[config.mk]
export PLATFORM = sky130hd
export DESIGN_NAME = decode_unit_flat
export DESIGN_NICKNAME = d
export VERILOG_FILES = /design/src/rtl/decode_unit_if.sv /design/src/rtl/decode_unit.sv /design/src/flat_wrapper.sv
export SDC_FILE = /design/constraint.sdc
export NUM_CORES = 1
export LEC_CHECK = 0
export CAP_MARGIN = 20
export CORE_ASPECT_RATIO = 1.2
export CORE_MARGIN = 1.5
export CORE_UTILIZATION = 41
export DETAILED_ROUTE_END_ITERATION = 10
export PLACE_DENSITY_LB_ADDON = 0.08
export SLEW_MARGIN = 20
export SYNTH_ARGS = -nofsm -noshare
export SYNTH_HDL_FRONTEND = slang
export SYNTH_SLANG_ARGS = --single-unit
[constraint.sdc]
create_clock -name i_clk -period 3.35 [get_ports i_clk]
set_input_delay 0.5025 -clock i_clk [delete_from_list [all_inputs] [get_ports i_clk]]
set_output_delay 0.5025 -clock i_clk [all_outputs]
set_load 0.03 [all_outputs]
[src/rtl/decode_unit_if.sv]
`default_nettype none
// ============================================================================
// Module      : decode_unit_if
// Description : Fetch-to-decode and decode-to-execute bundle for decode_unit.
// Revision    : 1.0 - initial release
// ============================================================================
interface decode_unit_if;
    logic [31:0] i_instr;
    logic        i_valid;
    logic [31:0] i_NPC;
    logic        i_flush;
    logic [31:0] i_rs1_data;
    logic [31:0] i_rs2_data;
    logic [4:0]  o_rs1;
    logic [4:0]  o_rs2;
    logic        o_stall;
    logic [2:0]  o_ALUop;
    logic [2:0]  o_func3;
    logic        o_func7;
    logic [31:0] o_Imm_SignExt;
    logic [31:0] o_NPC;
    logic [31:0] o_A;
    logic [31:0] o_B;
    logic [4:0]  o_write_reg;
    logic        o_RegWrite;
    logic        o_MemToReg;
    logic        o_MemRead;
    logic        o_MemWrite;
    logic        o_illegal;

    modport slave (
        input  i_instr, i_valid, i_NPC, i_flush, i_rs1_data, i_rs2_data,
        output o_rs1, o_rs2, o_stall, o_ALUop, o_func3, o_func7, o_Imm_SignExt,
               o_NPC, o_A, o_B, o_write_reg, o_RegWrite, o_MemToReg,
               o_MemRead, o_MemWrite, o_illegal
    );

    modport master (
        output i_instr, i_valid, i_NPC, i_flush, i_rs1_data, i_rs2_data,
        input  o_rs1, o_rs2, o_stall, o_ALUop, o_func3, o_func7, o_Imm_SignExt,
               o_NPC, o_A, o_B, o_write_reg, o_RegWrite, o_MemToReg,
               o_MemRead, o_MemWrite, o_illegal
    );
endinterface
`default_nettype wire

[src/rtl/decode_unit.sv]
`default_nettype none
// ============================================================================
// Module      : decode_unit
// Description : RV32 decode stage with ID/EX register, load-use stall, flush.
// Revision    : 1.0 - initial release
// ============================================================================
module decode_unit (
    input  wire logic    i_clk,
    input  wire logic    i_reset,
    decode_unit_if.slave bus
);
    localparam logic [6:0] c_OP_LOAD   = 7'h03;
    localparam logic [6:0] c_OP_STORE  = 7'h23;
    localparam logic [6:0] c_OP_BRANCH = 7'h63;
    localparam logic [6:0] c_OP_REG    = 7'h33;
    localparam logic [6:0] c_OP_IMM    = 7'h13;
    localparam logic [6:0] c_OP_LUI    = 7'h37;
    localparam logic [6:0] c_OP_AUIPC  = 7'h17;
    localparam logic [6:0] c_OP_JAL    = 7'h6F;
    localparam logic [6:0] c_OP_JALR   = 7'h67;

    localparam logic [2:0] c_ALU_LDST  = 3'd0;
    localparam logic [2:0] c_ALU_BR    = 3'd1;
    localparam logic [2:0] c_ALU_REG   = 3'd2;
    localparam logic [2:0] c_ALU_IMM   = 3'd3;
    localparam logic [2:0] c_ALU_LUI   = 3'd4;
    localparam logic [2:0] c_ALU_AUIPC = 3'd5;
    localparam logic [2:0] c_ALU_JAL   = 3'd6;
    localparam logic [2:0] c_ALU_JALR  = 3'd7;

    logic [31:0] w_instr;
    logic [6:0]  w_opcode;
    logic [4:0]  w_rd;
    logic [4:0]  w_rs1;
    logic [4:0]  w_rs2;
    logic [2:0]  w_f3;

    assign w_instr  = bus.i_instr;
    assign w_opcode = w_instr[6:0];
    assign w_rd     = w_instr[11:7];
    assign w_rs1    = w_instr[19:15];
    assign w_rs2    = w_instr[24:20];
    assign w_f3     = w_instr[14:12];

    logic [31:0] w_imm_i;
    logic [31:0] w_imm_s;
    logic [31:0] w_imm_u;
    logic [31:0] w_imm_b_scaled;
    logic [31:0] w_imm_j_scaled;
    logic [31:0] w_imm_u_scaled;

    assign w_imm_i = {{20{w_instr[31]}}, w_instr[31:20]};
    assign w_imm_s = {{20{w_instr[31]}}, w_instr[31:25], w_instr[11:7]};
    assign w_imm_u = {w_instr[31:12], 12'b0};
    // Offsets dropped by two bits; the ALU shifts them back when adding to NPC
    assign w_imm_b_scaled = {{21{w_instr[31]}}, w_instr[31], w_instr[7],
                             w_instr[30:25], w_instr[11:9]};
    assign w_imm_j_scaled = {{13{w_instr[31]}}, w_instr[31], w_instr[19:12],
                             w_instr[20], w_instr[30:22]};
    assign w_imm_u_scaled = {{2{w_instr[31]}}, w_instr[31:12], 10'b0};

    logic [2:0]  w_aluop;
    logic [2:0]  w_func3;
    logic        w_func7;
    logic [31:0] w_imm;
    logic        w_regwrite;
    logic        w_memtoreg;
    logic        w_memread;
    logic        w_memwrite;
    logic        w_legal;
    logic        w_rs1_used;
    logic        w_rs2_used;

    always_comb begin
        w_aluop    = c_ALU_LDST;
        w_func3    = w_f3;
        w_func7    = 1'b0;
        w_imm      = '0;
        w_regwrite = 1'b0;
        w_memtoreg = 1'b0;
        w_memread  = 1'b0;
        w_memwrite = 1'b0;
        w_legal    = 1'b1;
        w_rs1_used = 1'b1;
        w_rs2_used = 1'b0;
        case (w_opcode)
            c_OP_LOAD: begin
                w_aluop    = c_ALU_LDST;
                w_imm      = w_imm_i;
                w_memread  = 1'b1;
                w_memtoreg = 1'b1;
                w_regwrite = 1'b1;
            end
            c_OP_STORE: begin
                w_aluop    = c_ALU_LDST;
                w_imm      = w_imm_s;
                w_memwrite = 1'b1;
                w_rs2_used = 1'b1;
            end
            c_OP_BRANCH: begin
                w_aluop    = c_ALU_BR;
                w_imm      = w_imm_b_scaled;
                w_rs2_used = 1'b1;
            end
            c_OP_REG: begin
                w_aluop    = c_ALU_REG;
                w_func7    = w_instr[30];
                w_regwrite = 1'b1;
                w_rs2_used = 1'b1;
            end
            c_OP_IMM: begin
                w_aluop    = c_ALU_IMM;
                w_regwrite = 1'b1;
                w_func7    = (w_f3 == 3'd5) ? w_instr[30] : 1'b0;
                w_imm      = (w_f3 == 3'd1 || w_f3 == 3'd5) ? {27'b0, w_instr[24:20]}
                                                            : w_imm_i;
            end
            c_OP_LUI: begin
                w_aluop    = c_ALU_LUI;
                w_func3    = 3'd0;
                w_imm      = w_imm_u;
                w_regwrite = 1'b1;
                w_rs1_used = 1'b0;
            end
            c_OP_AUIPC: begin
                w_aluop    = c_ALU_AUIPC;
                w_func3    = 3'd0;
                w_imm      = w_imm_u_scaled;
                w_regwrite = 1'b1;
                w_rs1_used = 1'b0;
            end
            c_OP_JAL: begin
                w_aluop    = c_ALU_JAL;
                w_func3    = 3'd0;
                w_imm      = w_imm_j_scaled;
                w_regwrite = 1'b1;
                w_rs1_used = 1'b0;
            end
            c_OP_JALR: begin
                w_aluop    = c_ALU_JALR;
                w_imm      = w_imm_i;
                w_regwrite = 1'b1;
            end
            default: begin
                w_legal = 1'b0;
            end
        endcase
        if (w_rd == 5'd0) begin
            w_regwrite = 1'b0;
        end
    end

    logic [2:0]  r_aluop;
    logic [2:0]  r_func3;
    logic        r_func7;
    logic [31:0] r_imm;
    logic [31:0] r_npc;
    logic [31:0] r_a;
    logic [31:0] r_b;
    logic [4:0]  r_write_reg;
    logic        r_regwrite;
    logic        r_memtoreg;
    logic        r_memread;
    logic        r_memwrite;
    logic        r_illegal;

    logic w_hazard;
    logic w_issue;
    logic w_flag_illegal;

    assign w_hazard = r_memread && (r_write_reg != 5'd0) &&
                      ((w_rs1_used && (w_rs1 == r_write_reg)) ||
                       (w_rs2_used && (w_rs2 == r_write_reg)));
    assign w_issue        = bus.i_valid && !bus.i_flush && !w_hazard && w_legal;
    assign w_flag_illegal = bus.i_valid && !bus.i_flush && !w_hazard && !w_legal;

    always_ff @(posedge i_clk) begin
        if (i_reset || !w_issue) begin
            r_aluop     <= c_ALU_IMM;
            r_func3     <= 3'd0;
            r_func7     <= 1'b0;
            r_imm       <= '0;
            r_npc       <= '0;
            r_a         <= '0;
            r_b         <= '0;
            r_write_reg <= 5'd0;
            r_regwrite  <= 1'b0;
            r_memtoreg  <= 1'b0;
            r_memread   <= 1'b0;
            r_memwrite  <= 1'b0;
        end else begin
            r_aluop     <= w_aluop;
            r_func3     <= w_func3;
            r_func7     <= w_func7;
            r_imm       <= w_imm;
            r_npc       <= bus.i_NPC;
            r_a         <= bus.i_rs1_data;
            r_b         <= bus.i_rs2_data;
            r_write_reg <= w_regwrite ? w_rd : 5'd0;
            r_regwrite  <= w_regwrite;
            r_memtoreg  <= w_memtoreg;
            r_memread   <= w_memread;
            r_memwrite  <= w_memwrite;
        end
        r_illegal <= w_flag_illegal && !i_reset;
    end

    assign bus.o_rs1         = w_rs1;
    assign bus.o_rs2         = w_rs2;
    assign bus.o_stall       = bus.i_valid && w_hazard && !bus.i_flush && !i_reset;
    assign bus.o_ALUop       = r_aluop;
    assign bus.o_func3       = r_func3;
    assign bus.o_func7       = r_func7;
    assign bus.o_Imm_SignExt = r_imm;
    assign bus.o_NPC         = r_npc;
    assign bus.o_A           = r_a;
    assign bus.o_B           = r_b;
    assign bus.o_write_reg   = r_write_reg;
    assign bus.o_RegWrite    = r_regwrite;
    assign bus.o_MemToReg    = r_memtoreg;
    assign bus.o_MemRead     = r_memread;
    assign bus.o_MemWrite    = r_memwrite;
    assign bus.o_illegal     = r_illegal;
endmodule
`default_nettype wire
[src/flat_wrapper.sv]
// flat-port wrapper written by rule: the top's interface ports become plain ports
module decode_unit_flat 
  (i_clk, i_reset, bus_i_instr, bus_i_valid, bus_i_NPC, bus_i_flush, bus_i_rs1_data, bus_i_rs2_data, bus_o_rs1, bus_o_rs2, bus_o_stall, bus_o_ALUop, bus_o_func3, bus_o_func7, bus_o_Imm_SignExt, bus_o_NPC, bus_o_A, bus_o_B, bus_o_write_reg, bus_o_RegWrite, bus_o_MemToReg, bus_o_MemRead, bus_o_MemWrite, bus_o_illegal);
  decode_unit_if bus_i ();
  input  wire logic i_clk;
  input  wire logic i_reset;
  input wire logic [$bits(bus_i.i_instr)-1:0] bus_i_instr;
  input wire logic [$bits(bus_i.i_valid)-1:0] bus_i_valid;
  input wire logic [$bits(bus_i.i_NPC)-1:0] bus_i_NPC;
  input wire logic [$bits(bus_i.i_flush)-1:0] bus_i_flush;
  input wire logic [$bits(bus_i.i_rs1_data)-1:0] bus_i_rs1_data;
  input wire logic [$bits(bus_i.i_rs2_data)-1:0] bus_i_rs2_data;
  output wire logic [$bits(bus_i.o_rs1)-1:0] bus_o_rs1;
  output wire logic [$bits(bus_i.o_rs2)-1:0] bus_o_rs2;
  output wire logic [$bits(bus_i.o_stall)-1:0] bus_o_stall;
  output wire logic [$bits(bus_i.o_ALUop)-1:0] bus_o_ALUop;
  output wire logic [$bits(bus_i.o_func3)-1:0] bus_o_func3;
  output wire logic [$bits(bus_i.o_func7)-1:0] bus_o_func7;
  output wire logic [$bits(bus_i.o_Imm_SignExt)-1:0] bus_o_Imm_SignExt;
  output wire logic [$bits(bus_i.o_NPC)-1:0] bus_o_NPC;
  output wire logic [$bits(bus_i.o_A)-1:0] bus_o_A;
  output wire logic [$bits(bus_i.o_B)-1:0] bus_o_B;
  output wire logic [$bits(bus_i.o_write_reg)-1:0] bus_o_write_reg;
  output wire logic [$bits(bus_i.o_RegWrite)-1:0] bus_o_RegWrite;
  output wire logic [$bits(bus_i.o_MemToReg)-1:0] bus_o_MemToReg;
  output wire logic [$bits(bus_i.o_MemRead)-1:0] bus_o_MemRead;
  output wire logic [$bits(bus_i.o_MemWrite)-1:0] bus_o_MemWrite;
  output wire logic [$bits(bus_i.o_illegal)-1:0] bus_o_illegal;
  assign bus_i.i_instr = bus_i_instr;
  assign bus_i.i_valid = bus_i_valid;
  assign bus_i.i_NPC = bus_i_NPC;
  assign bus_i.i_flush = bus_i_flush;
  assign bus_i.i_rs1_data = bus_i_rs1_data;
  assign bus_i.i_rs2_data = bus_i_rs2_data;
  assign bus_o_rs1 = bus_i.o_rs1;
  assign bus_o_rs2 = bus_i.o_rs2;
  assign bus_o_stall = bus_i.o_stall;
  assign bus_o_ALUop = bus_i.o_ALUop;
  assign bus_o_func3 = bus_i.o_func3;
  assign bus_o_func7 = bus_i.o_func7;
  assign bus_o_Imm_SignExt = bus_i.o_Imm_SignExt;
  assign bus_o_NPC = bus_i.o_NPC;
  assign bus_o_A = bus_i.o_A;
  assign bus_o_B = bus_i.o_B;
  assign bus_o_write_reg = bus_i.o_write_reg;
  assign bus_o_RegWrite = bus_i.o_RegWrite;
  assign bus_o_MemToReg = bus_i.o_MemToReg;
  assign bus_o_MemRead = bus_i.o_MemRead;
  assign bus_o_MemWrite = bus_i.o_MemWrite;
  assign bus_o_illegal = bus_i.o_illegal;
  decode_unit u_core (.i_clk(i_clk), .i_reset(i_reset), .bus(bus_i));
endmodule
After elaboration in Yosys (flattened, before gate mapping)
Cells that the tools add are included.
{"block": "op_classes", "n_div": 0, "muxes": 12, "n_reduce_logical": 29, "bitwise": 1, "n_shift": 0, "add_sub_neg": 0, "mul": 0, "eq_ne": 13, "order_cmp": 0}
{"cell": "one-hot mux 32 bit (7 select lines)", "n": 1}
{"cell": "two-way mux 32 bit", "n": 1}
{"cell": "== test 7 x 6 -> 1 bit, second input constant", "n": 3}
{"cell": "== test 7 bit, second input constant", "n": 3}
{"cell": "one-hot mux 3 bit (7 select lines)", "n": 1}
{"cell": "== test 7 x 5 -> 1 bit, second input constant", "n": 2}
{"cell": "logical AND 1 bit", "n": 12}
{"cell": "== test 5 bit", "n": 2}
{"cell": "OR reduction 9 bit", "n": 1}
{"cell": "two-way mux 1 bit", "n": 8}
{"cell": "== test 7 x 2 -> 1 bit, second input constant", "n": 1}
{"cell": "OR reduction 7 bit", "n": 1}
{"cell": "OR reduction 3 bit", "n": 2}
{"cell": "logical NOT 1 bit", "n": 5}
{"cell": "logical NOT 5 bit", "n": 1}
{"cell": "nonzero test 5 bit", "n": 1}
{"cell": "OR reduction 2 bit", "n": 2}
{"cell": "OR reduction 4 bit", "n": 1}
{"cell": "== test 3 x 1 -> 1 bit, second input constant", "n": 1}
{"cell": "== test 3 bit, second input constant", "n": 1}
{"cell": "logical OR 1 bit", "n": 3}
{"cell": "one-hot mux 1 bit (2 select lines)", "n": 1}
{"cell": "inverter 1 bit", "n": 1}
{"block": "totals", "romBits": 0, "out_inout_bits": 156, "mem_bits_rw": 0, "regBits": 144, "n_memories": 0, "latch_bits": 0, "wordCells": 67}

Longest topological paths before layout
Gate-level depths: netlist (run 1).
{"block": "logic_depth", "depth_word": 12, "ltp_mapped": 8, "ltp_nobuf": 5}

Worst setup path after synthesis (run 1)
No wires, ideal clock.
{"block": "synth_timing", "kind": "input to output", "startpoint": "input bus_i_instr[3]", "endpoint": "output bus_o_stall", "path_buffers": 1, "cell_stages": 6, "setup_slack_ps": 955, "arrival_ps": 1892, "cell_sequence": "buf_2 and3b_1 nand3_1 or4_4 o21ai_2 and2_1"}
{"block": "synth_between", "elab_chain_len": 9, "elab_cells_between_ends": 17}
{"element": "start: declaration", "line": "flat_wrapper.sv:7", "rtl": "input wire logic [$bits(bus_i.i_instr)-1:0] bus_i_instr;"}
{"element": "== test 7 x 6 -> 1 bit, or another cell as far along", "line": "decode_unit.sv:86", "rtl": "case (w_opcode)"}
{"element": "OR reduction 3 bit (no source line)"}
{"element": "two-way mux 1 bit", "line": "decode_unit.sv:86"}
{"element": "logical AND 1 bit (on tied branches)", "line": "decode_unit.sv:172, decode_unit.sv:173"}
{"element": "logical OR 1 bit *", "line": "decode_unit.sv:172", "rtl": "((w_rs1_used && (w_rs1 == r_write_reg)) ||"}
{"element": "logical AND 1 bit *", "line": "decode_unit.sv:171", "rtl": "assign w_hazard = r_memread && (r_write_reg != 5'd0) &&"}
{"element": "logical AND 1 bit * (3 in a row)", "line": "decode_unit.sv:210", "rtl": "assign bus.o_stall = bus.i_valid && w_hazard && !bus.i_flush && !i_reset;"}
{"element": "end: declaration", "line": "flat_wrapper.sv:15", "rtl": "output wire logic [$bits(bus_i.o_stall)-1:0] bus_o_stall;"}
Every way passes the cells marked *; elsewhere a longest branch is shown, timed or not.

Final worst setup path (run 1)
{"block": "layout_timing", "startpoint": "input bus_i_instr[0]", "endpoint": "output bus_o_stall"}
The elaborated chain is that of the path after synthesis.

==> results.txt, run 1 <==
* Result of the run: complete, no violations
* Synth-to-Final Area Change: 67.90%
- The first global-routing pass estimated 26,250 um of wire.
* Shortest period the worst path allows: 2.859 ns
* Mapped Nets: 714
- Placed wire-length estimate: 12,800 um
* Maximum resistive drop on vdd: 311.3 uV
* Instance count on the critical path: 7
- The initial antenna violation count is 0.
- CP cell instances: clkdlybuf4s50_1 -> and3b_1 -> nand3_1 -> or4_4 -> o21ai_2 -> and2_1 -> buf_4
* Fraction of power consumed by sequential logic: 44.9%
- Worst hold stages: 3
- After the first detailed-routing iteration, the DRC count stood at 302.
* Sink Count: 144
- Counting flops and latches in the post-synthesis netlist gives 144.
- STA puts the critical path data arrival time at 2.36 ns.
* Placed cell count: between 900 and 1,000
* Setup repair after global routing missed its margin: no
- Die height: between 100 and 150 um
- Timing would allow up to 349.7 MHz.
- Avg Cell Area, Syn: 8.866 sq um
* Total vias in the final route: 5,088
- Clock-pin slew was measured on the worst setup and hold paths at ~0.050 ns.
- Entering global routing, the biggest net connects 76 pins.
- In this run the deepest clock path goes through 2 buffers.
- The clock reaches the later pin of the worst-skew pair after 0.41 ns.
- Starting density of the core: 42.41%
- Synth Cell Area: 5160 sq um
* CTS root buffer: sky130_fd_sc_hd__clkbuf_16
- Max Slew Vio Count: 0
- Synth warn: 0
* Avg Vias per Cell: 4.954
- For this design the ratio of total power to cell area is 441.9 nW/um^2.
- Required time of the worst setup path: 2.85 ns
* Endpoint type of the worst setup path: primary output
- Count of unique library cells instantiated by Yosys: 45
* Grt total ovfl: 0
- Cell internal power was estimated by the tool at 2.946 mW.
* Multi-input gate area: 1889 sq um
* GR Util All Layers: 25.56%
* Biggest fanout along the worst timing path: 5
- Switching Share: 23.05%
* Final cycle utilization of the critical path: 85.36%
- The total count of hold-check failures in the final report came to 0.
- Share of power burned in the clock network: 45.6%
- Die Width: 105.4 um
* Core Rows: 44
* Depth of the CTS H-tree: 4
- Finished Layout Cells: 1,027
* Critical Setup Path Class: input port to primary output
- Final Power: 3.828 mW
* Setup tns final: 0 ns
* Total I/O pin count: approximately 290
- In the final routed layout, each cell accounts on average for 16.79 um.
- TritonCTS built the clock tree.
- Number of global-route vias before repair: 4,918
- Sequential-to-total area share from yosys stat: 55.87%
* FILL cells: 963
- Together, buffers and inverters on the worst path number 2.
- The cell count after synthesis came out at 582.
- On the final layout, the worst hold slack is 0.6172 ns.
* Leakage power total: 3.134 nW
- Post-CTS sizing: 0
- The number of antenna diodes in the final layout is 0.
* Post-CTS Repair Setup Buffers: 0
- Placeable core region: 12,170 sq um
- Number of buffers created by CTS: 17
- The floorplan step defined a die boundary enclosing approximately 13,000 sq um.
- In the routed design, unresolved DRC markers number 0.
- Worst clock skew: 0.01352 ns
* Detail Route Antenna Nets: 0
- Post-CTS Hold Fix Bufs: 0
- On the worst path, the slowest cell contributes a delay of between 0.5 and 0.6 ns.
- Buffers placed on the I/O ports in this run total between 200 and 300.
- Logic pwr share: 9.5%
- The number of cells on the worst reg-to-reg path is 6.
- Area taken by flip-flops and latches: 2883 sq um
- The worst setup path is launched from an input port.
* Tightest slew margin relative to the limit: 59.03%
- Setup violations remaining at the end of the flow were counted as 0.
* Count of TritonRoute iterations in the first routing pass: 8
* Switching pwr: 0.8824 mW
* Family of cells with the greatest summed delay on the critical path: simple AND/OR/NAND/NOR gates
- For this block, the routed nets add up to 17,250 um of wire.
- Share of layout cells above drive strength 1: around 7.3%
* Highest-delay cell along the critical path: sky130_fd_sc_hd__clkdlybuf4s50_1
- For the pin with the worst max-slew slack, the measured transition is roughly 0.61 ns.
- Post-layout net count: 986
- The congestion estimate from routability-driven global placement came to 0.9199.
- Worst hold-check path type: input port to flop
- Max_cap viols: 0
logic make-up (layout without fill, tap and decap cells):
group | count (synthesis) | after routing | synth area share, %
and+or+nand+nor | 276 | 276 | 23.93
AOI/OAI and AO/OA | 60 | 60 | 8.196
muxes | 12 | 12 | 2.595
xor gates and xnor gates | 10 | 10 | 1.697
buffers and inverters | 80 | 364 | 7.711
DFF | 144 | 144 | 55.87
tightest hold or removal path, delay by kind of cell:
| family | cells | cell delay (ns) |
|---|---|---|
| AND/OR/NAND/NOR | 2 | 0.08 |
| buffers and inverters | 1 | 0.39 |
layout by cell type, fill, tap and decap left out, types with 3 or more instances in the layout:
cell	instances
sky130_fd_sc_hd__clkinv_2	3
sky130_fd_sc_hd__clkinv_4	4
sky130_fd_sc_hd__xnor2_1	8
sky130_fd_sc_hd__o21ai_0	3
sky130_fd_sc_hd__a21oi_1	23
sky130_fd_sc_hd__buf_12	3
sky130_fd_sc_hd__clkbuf_16	17
sky130_fd_sc_hd__or4_1	4
sky130_fd_sc_hd__nand3_1	8
sky130_fd_sc_hd__dfxtp_1	144
sky130_fd_sc_hd__nor3_1	65
sky130_fd_sc_hd__a22oi_1	5
sky130_fd_sc_hd__inv_1	29
sky130_fd_sc_hd__a222oi_1	5
sky130_fd_sc_hd__clkdlybuf4s50_1	286
sky130_fd_sc_hd__o21a_1	3
sky130_fd_sc_hd__nor2b_1	5
sky130_fd_sc_hd__nor2_1	86
sky130_fd_sc_hd__a22o_1	5
sky130_fd_sc_hd__mux2_2	11
sky130_fd_sc_hd__a221oi_1	7
sky130_fd_sc_hd__and2_1	5
sky130_fd_sc_hd__buf_4	15
sky130_fd_sc_hd__nand2_1	86
power by group through the flow:
stage | combinational (mW) | sequential, mW | clock [mW]
finish | 0.363 | 1.72 | 1.75
global route | 0.388 | 1.72 | 1.84
CTS | 0.363 | 1.72 | 1.77
detailed placement | 0.359 | 1.76 | 0
global placement | 0.358 | 1.76 | 0
floorplan | 0.130 | 1.77 | 0
synth_stat cells (all sizes together):
master     n  share of area (%)
o2bb2ai    1               0.17
a22oi      5               0.73
nand3b     2               0.29
inv       29                2.1
or3        2               0.24
nor2      86                6.3
a22o       5               0.85
and4       1               0.17
xnor2      8                1.4
o21ai      5               0.56
mux2i      1               0.19
nand2     86                6.3
a21o       1               0.15
o32ai      1               0.17
nand3      8               0.78
nor4bb     1               0.19
dfxtp    144                 56
and3b      1               0.17
a211oi     1               0.15
or2        1               0.12
o211a      1               0.19
and2       7               0.85
a21oi     23                2.2
o21a       3               0.44
and4b      1               0.19
nor3b      2               0.29
mux2      11                2.4
clkbuf    18                1.3
nor2b      5               0.61
and3       2               0.24
buf       33                4.3
a222oi     5               0.97
or4        5               0.80
nand4b     1               0.17
nor3      65                6.3
xor2       2               0.34
o211ai     1               0.24
a221oi     7                1.2
a2bb2oi    1               0.17
cell type report:
class,count,share of cell area [%]
clock buffers,19,4.997
clock inverters,12,1.300
inverters,29,1.256
multi-input cells,358,21.81
flip-flops and latches,144,33.28
well taps,161,2.325
repair buffers,304,35.04
per-stage QoR:
stage	utilization (%)	worst slack, ns	cell area [sq um]
after floorplan	-	0.9551	5160
after global placement	66.72	0.5120	8118
after detailed placement	66.72	0.5118	8118
after CTS	71.21	0.5029	8663
after global routing	71.21	0.3572	8663
final	71.21	0.4906	8663
path summary, 6_finish.rpt:
check / startpoint / to / slack, ns
setup reg to reg: u_core.bus.o_write_reg[0]$_SDFF_PP0_ / u_core.bus.o_ALUop[0]$_SDFF_PP1_ / 1.05
setup / recovery: bus_i_instr[0] / bus_o_stall / 0.49
hold reg to reg: u_core.bus.o_MemRead$_SDFF_PP0_ / u_core.bus.o_NPC[2]$_SDFF_PP0_ / 1.09
hold / removal: bus_i_rs2_data[28] / u_core.bus.o_B[28]$_SDFF_PP0_ / 0.62
metal layers:
metal | global-route usage (%) | part of all wire [%] | vias up
met2 | 45.94 | 51 | 239
met4 | 11.93 | 3.3 | 0
met3 | 5.694 | 6.8 | 41
met5 | 0 | 0 | -
met1 | 28.54 | 39 | 2350
li1 | - | - | 2458
No activity file was read; power rests on OpenSTA's default activity.
==> inputs of run 2 (changes only) <==
- CELL_PAD_IN_SITES_DETAIL_PLACEMENT: default -> 2
- CELL_PAD_IN_SITES_GLOBAL_PLACEMENT: default -> 2
- CORE_ASPECT_RATIO: 1.2 -> 1.1
- CORE_UTILIZATION: 41 -> 22
- GPL_ROUTABILITY_DRIVEN: default -> 0
==> run 2 against run 1 <==
First-iteration DRC count decreased by 24%. Utilization decreased by 32 points. Non-clock buffer count increased by 4. Register-to-register slack got worse by 0.03 ns. Clock power increased by 7%. Sequential power about the same. Sequential share of layout area decreased by 0.84 points. Final area increased by 2.6%. Largest cell class unchanged. Largest power group unchanged.
==> results.txt, run 2 (same netlist as run 1, synthesis figures left out) <==
- The flow ran to the end, and the final reports show no timing, DRC or antenna violations.
* Worst hold-check path type: input port to flop
- Final cycle utilization of the critical path: 86.46%
- Once the floorplan was initialized, standard cells occupied between 20% and 30% of the core.
* Actual slew at the worst max-slew pin: 0.6960 ns
* Post-layout net count: 990
- Placeable core region: ~23,000 sq um
* Avg WL per Cell: 18.41 um
- Required time of the worst setup path: 2.85 ns
- In this design, the stage delay of the slowest critical-path cell is between 0.5 and 0.6 ns.
* Drt first-iter violations: 230
- Counting every sink on the clock net gives 144.
* Highest-delay cell along the critical path: sky130_fd_sc_hd__or4_4
- The max-slew violation count is 0.
* Biggest fanout along the worst timing path: 4
- Total count of hold-check failures in the final report: 0
- Total I/O pin count: 288
- Final Power: slightly below 4 mW
- Max_cap viols: 0
* Launch point of the critical path: bus_i_instr[5]
* DRC: 0
- Type of element launching the critical path: input port
- Die Width: 149.0 um
* GR Util All Layers: around 18%
- In this run the core area contains 58 standard-cell rows.
- Clk pin slew, worst setup/hold paths: 0.07 ns
* Setup tns final: 0 ns
- TritonCTS created 17 clock buffers.
- The endpoint identified for the worst register-to-register timing path is u_core.bus.o_A[16]$_SDFF_PP0_.
- Counting along the longest clock path gives a buffer depth of 2.
- CTS built an H-tree with a depth of 4.
- In this run the most critical hold path is launched from bus_i_rs2_data[16].
- Die Outline Area: 24,380 sq um
- Based on the critical path, the design can be clocked at up to approximately 350 MHz.
- Data arrival, critical path: 2.39 ns
* Antenna violations before repair: 0
- Shortest period the worst path allows: 2.897 ns
- Wire length after detailed routing: 21,580 um
- The layout has around 2,500 filler cells.
- Most frequent cells in the layout: 286 x sky130_fd_sc_hd__clkdlybuf4s50_1, 144 x sky130_fd_sc_hd__dfxtp_1, 86 x sky130_fd_sc_hd__nor2_1, 86 x sky130_fd_sc_hd__nand2_1, 65 x sky130_fd_sc_hd__nor3_1
- Worst clock skew: 0.009697 ns
- Grt total ovfl: 0
- Worst reg2reg setup slack: 1.02 ns
- Across all layers, the routed design uses between 5,000 and 6,000 vias.
* Endpoint type of the worst setup path: primary output
* Port Buffer Count: 287
* Number of global-route vias before repair: about 5,600
- The number of setup buffers added after CTS is 0.
* Post-CTS sizing: 0
- Share of layout cells above drive strength 1: 7.922%
- Once detailed placement completed, the half-perimeter wirelength came to 16,610 um.
- Setup repair after global routing missed its margin: no
* Tightest slew margin relative to the limit: 53.50%
* Global-route wire length before repair: 32,890 um
* FF-to-FF Start: u_core.bus.o_write_reg[3]$_SDFF_PP0_
* CTS tree: built
- Counting cells, the worst reg-to-reg path comes to 6.
- Critical Setup Path Class: input port to primary output
- Largest net degree at the start of global routing: 70
- Worst setup endpoint: bus_o_stall
- Avg Vias per Cell: 4.366
* Source-to-sink clock delay at the later pin of the worst-skew pair: roughly 0.43 ns
- VDD sags by at most 320.1 uV.
* Setup violations, final: 0
- Count of TritonRoute iterations in the first routing pass: 4
- For this design the static power due to leakage is 3.164 nW.
- Die height: approximately 160 um
- Compared with the post-synthesis result, the final layout area differs by 72.26%.
* CP cell instances: clkdlybuf4s50_1 -> nor2b_1 -> nand3_1 -> or4_4 -> o21ai_2 -> and2_1 -> buf_4
- Power per cell area: approximately 450 nW/um^2
- Commonest non-fill, non-tap cell in the layout: sky130_fd_sc_hd__clkdlybuf4s50_1
* Detail Route Antenna Nets: 0
- Post-CTS Hold Fix Bufs: 0
- CTS root buffer: sky130_fd_sc_hd__clkbuf_16
-- run 2: power by group --
| part | total (mW) | internal (mW) | switching [mW] |
|---|---|---|---|
| registers | 1.72 | 1.72 | 0.00187 |
| clock network | 1.88 | 1.05 | 0.831 |
| logic | 0.376 | 0.209 | 0.168 |
| total | 3.98 | 2.98 | 1.00 |
-- run 2: worst min path at each step --
stage / slack [ns] / cells after the start / to
2_1_floorplan: 0.62 / 2 / u_core.bus.o_A[10]$_SDFF_PP0_
3_3_place_gp: 1.03 / 3 / u_core.bus.o_B[29]$_SDFF_PP0_
3_5_place_dp: 1.04 / 3 / u_core.bus.o_B[13]$_SDFF_PP0_
4_1_cts: 0.58 / 3 / u_core.bus.o_B[16]$_SDFF_PP0_
5_1_grt: 0.58 / 3 / u_core.bus.o_B[21]$_SDFF_PP0_
6_report: 0.60 / 3 / u_core.bus.o_B[16]$_SDFF_PP0_
-- run 2: routing by layer --
layer | up-vias | share of wire (%) | track usage, %
met1 | 2448 | 40 | 19.69
met2 | 183 | 50 | 31.50
met3 | 17 | 8.5 | 7.291
li1 | 2469 | - | -
met4 | 0 | 1.4 | 5.401
met5 | - | 0 | 0
-- run 2: final cells by class --
type,count,area (sq um),area share (%)
inverter,29,108.9,1.225
multi-input combinational,358,1889,21.26
timing repair buffer,308,3053,34.35
clock inverter,14,147.6,1.661
sequential,144,2883,32.43
tap,300,375.4,4.223
antenna,1,2.502,0.02815
clock buffer,18,429.2,4.828
-- run 2: metrics by stage --
| step | std cells | hold slack, ns | cell area, sq um | setup slack [ns] | utilization [%] |
|---|---|---|---|---|---|
| 2_1_floorplan | 582 | 0.6163 | 5160 | 0.9551 | - |
| 3_3_place_gp | 1139 | 1.031 | 8309 | 0.4533 | 36.23 |
| 3_5_place_dp | 1139 | 1.042 | 8309 | 0.4469 | 36.23 |
| 4_1_cts | 1171 | 0.5800 | 8886 | 0.4367 | 38.75 |
| 5_1_grt | 1171 | 0.5813 | 8886 | 0.3862 | 38.75 |
| 6_report | 1172 | 0.5969 | 8889 | 0.4535 | 38.76 |
-- run 2: critical path, delay by kind of cell --
family / cells / cell delay, ns
AO/OA/AOI/OAI: 1 / 0.10
AND/OR/NAND/NOR: 4 / 1.10
buffers and inverters: 2 / 0.69
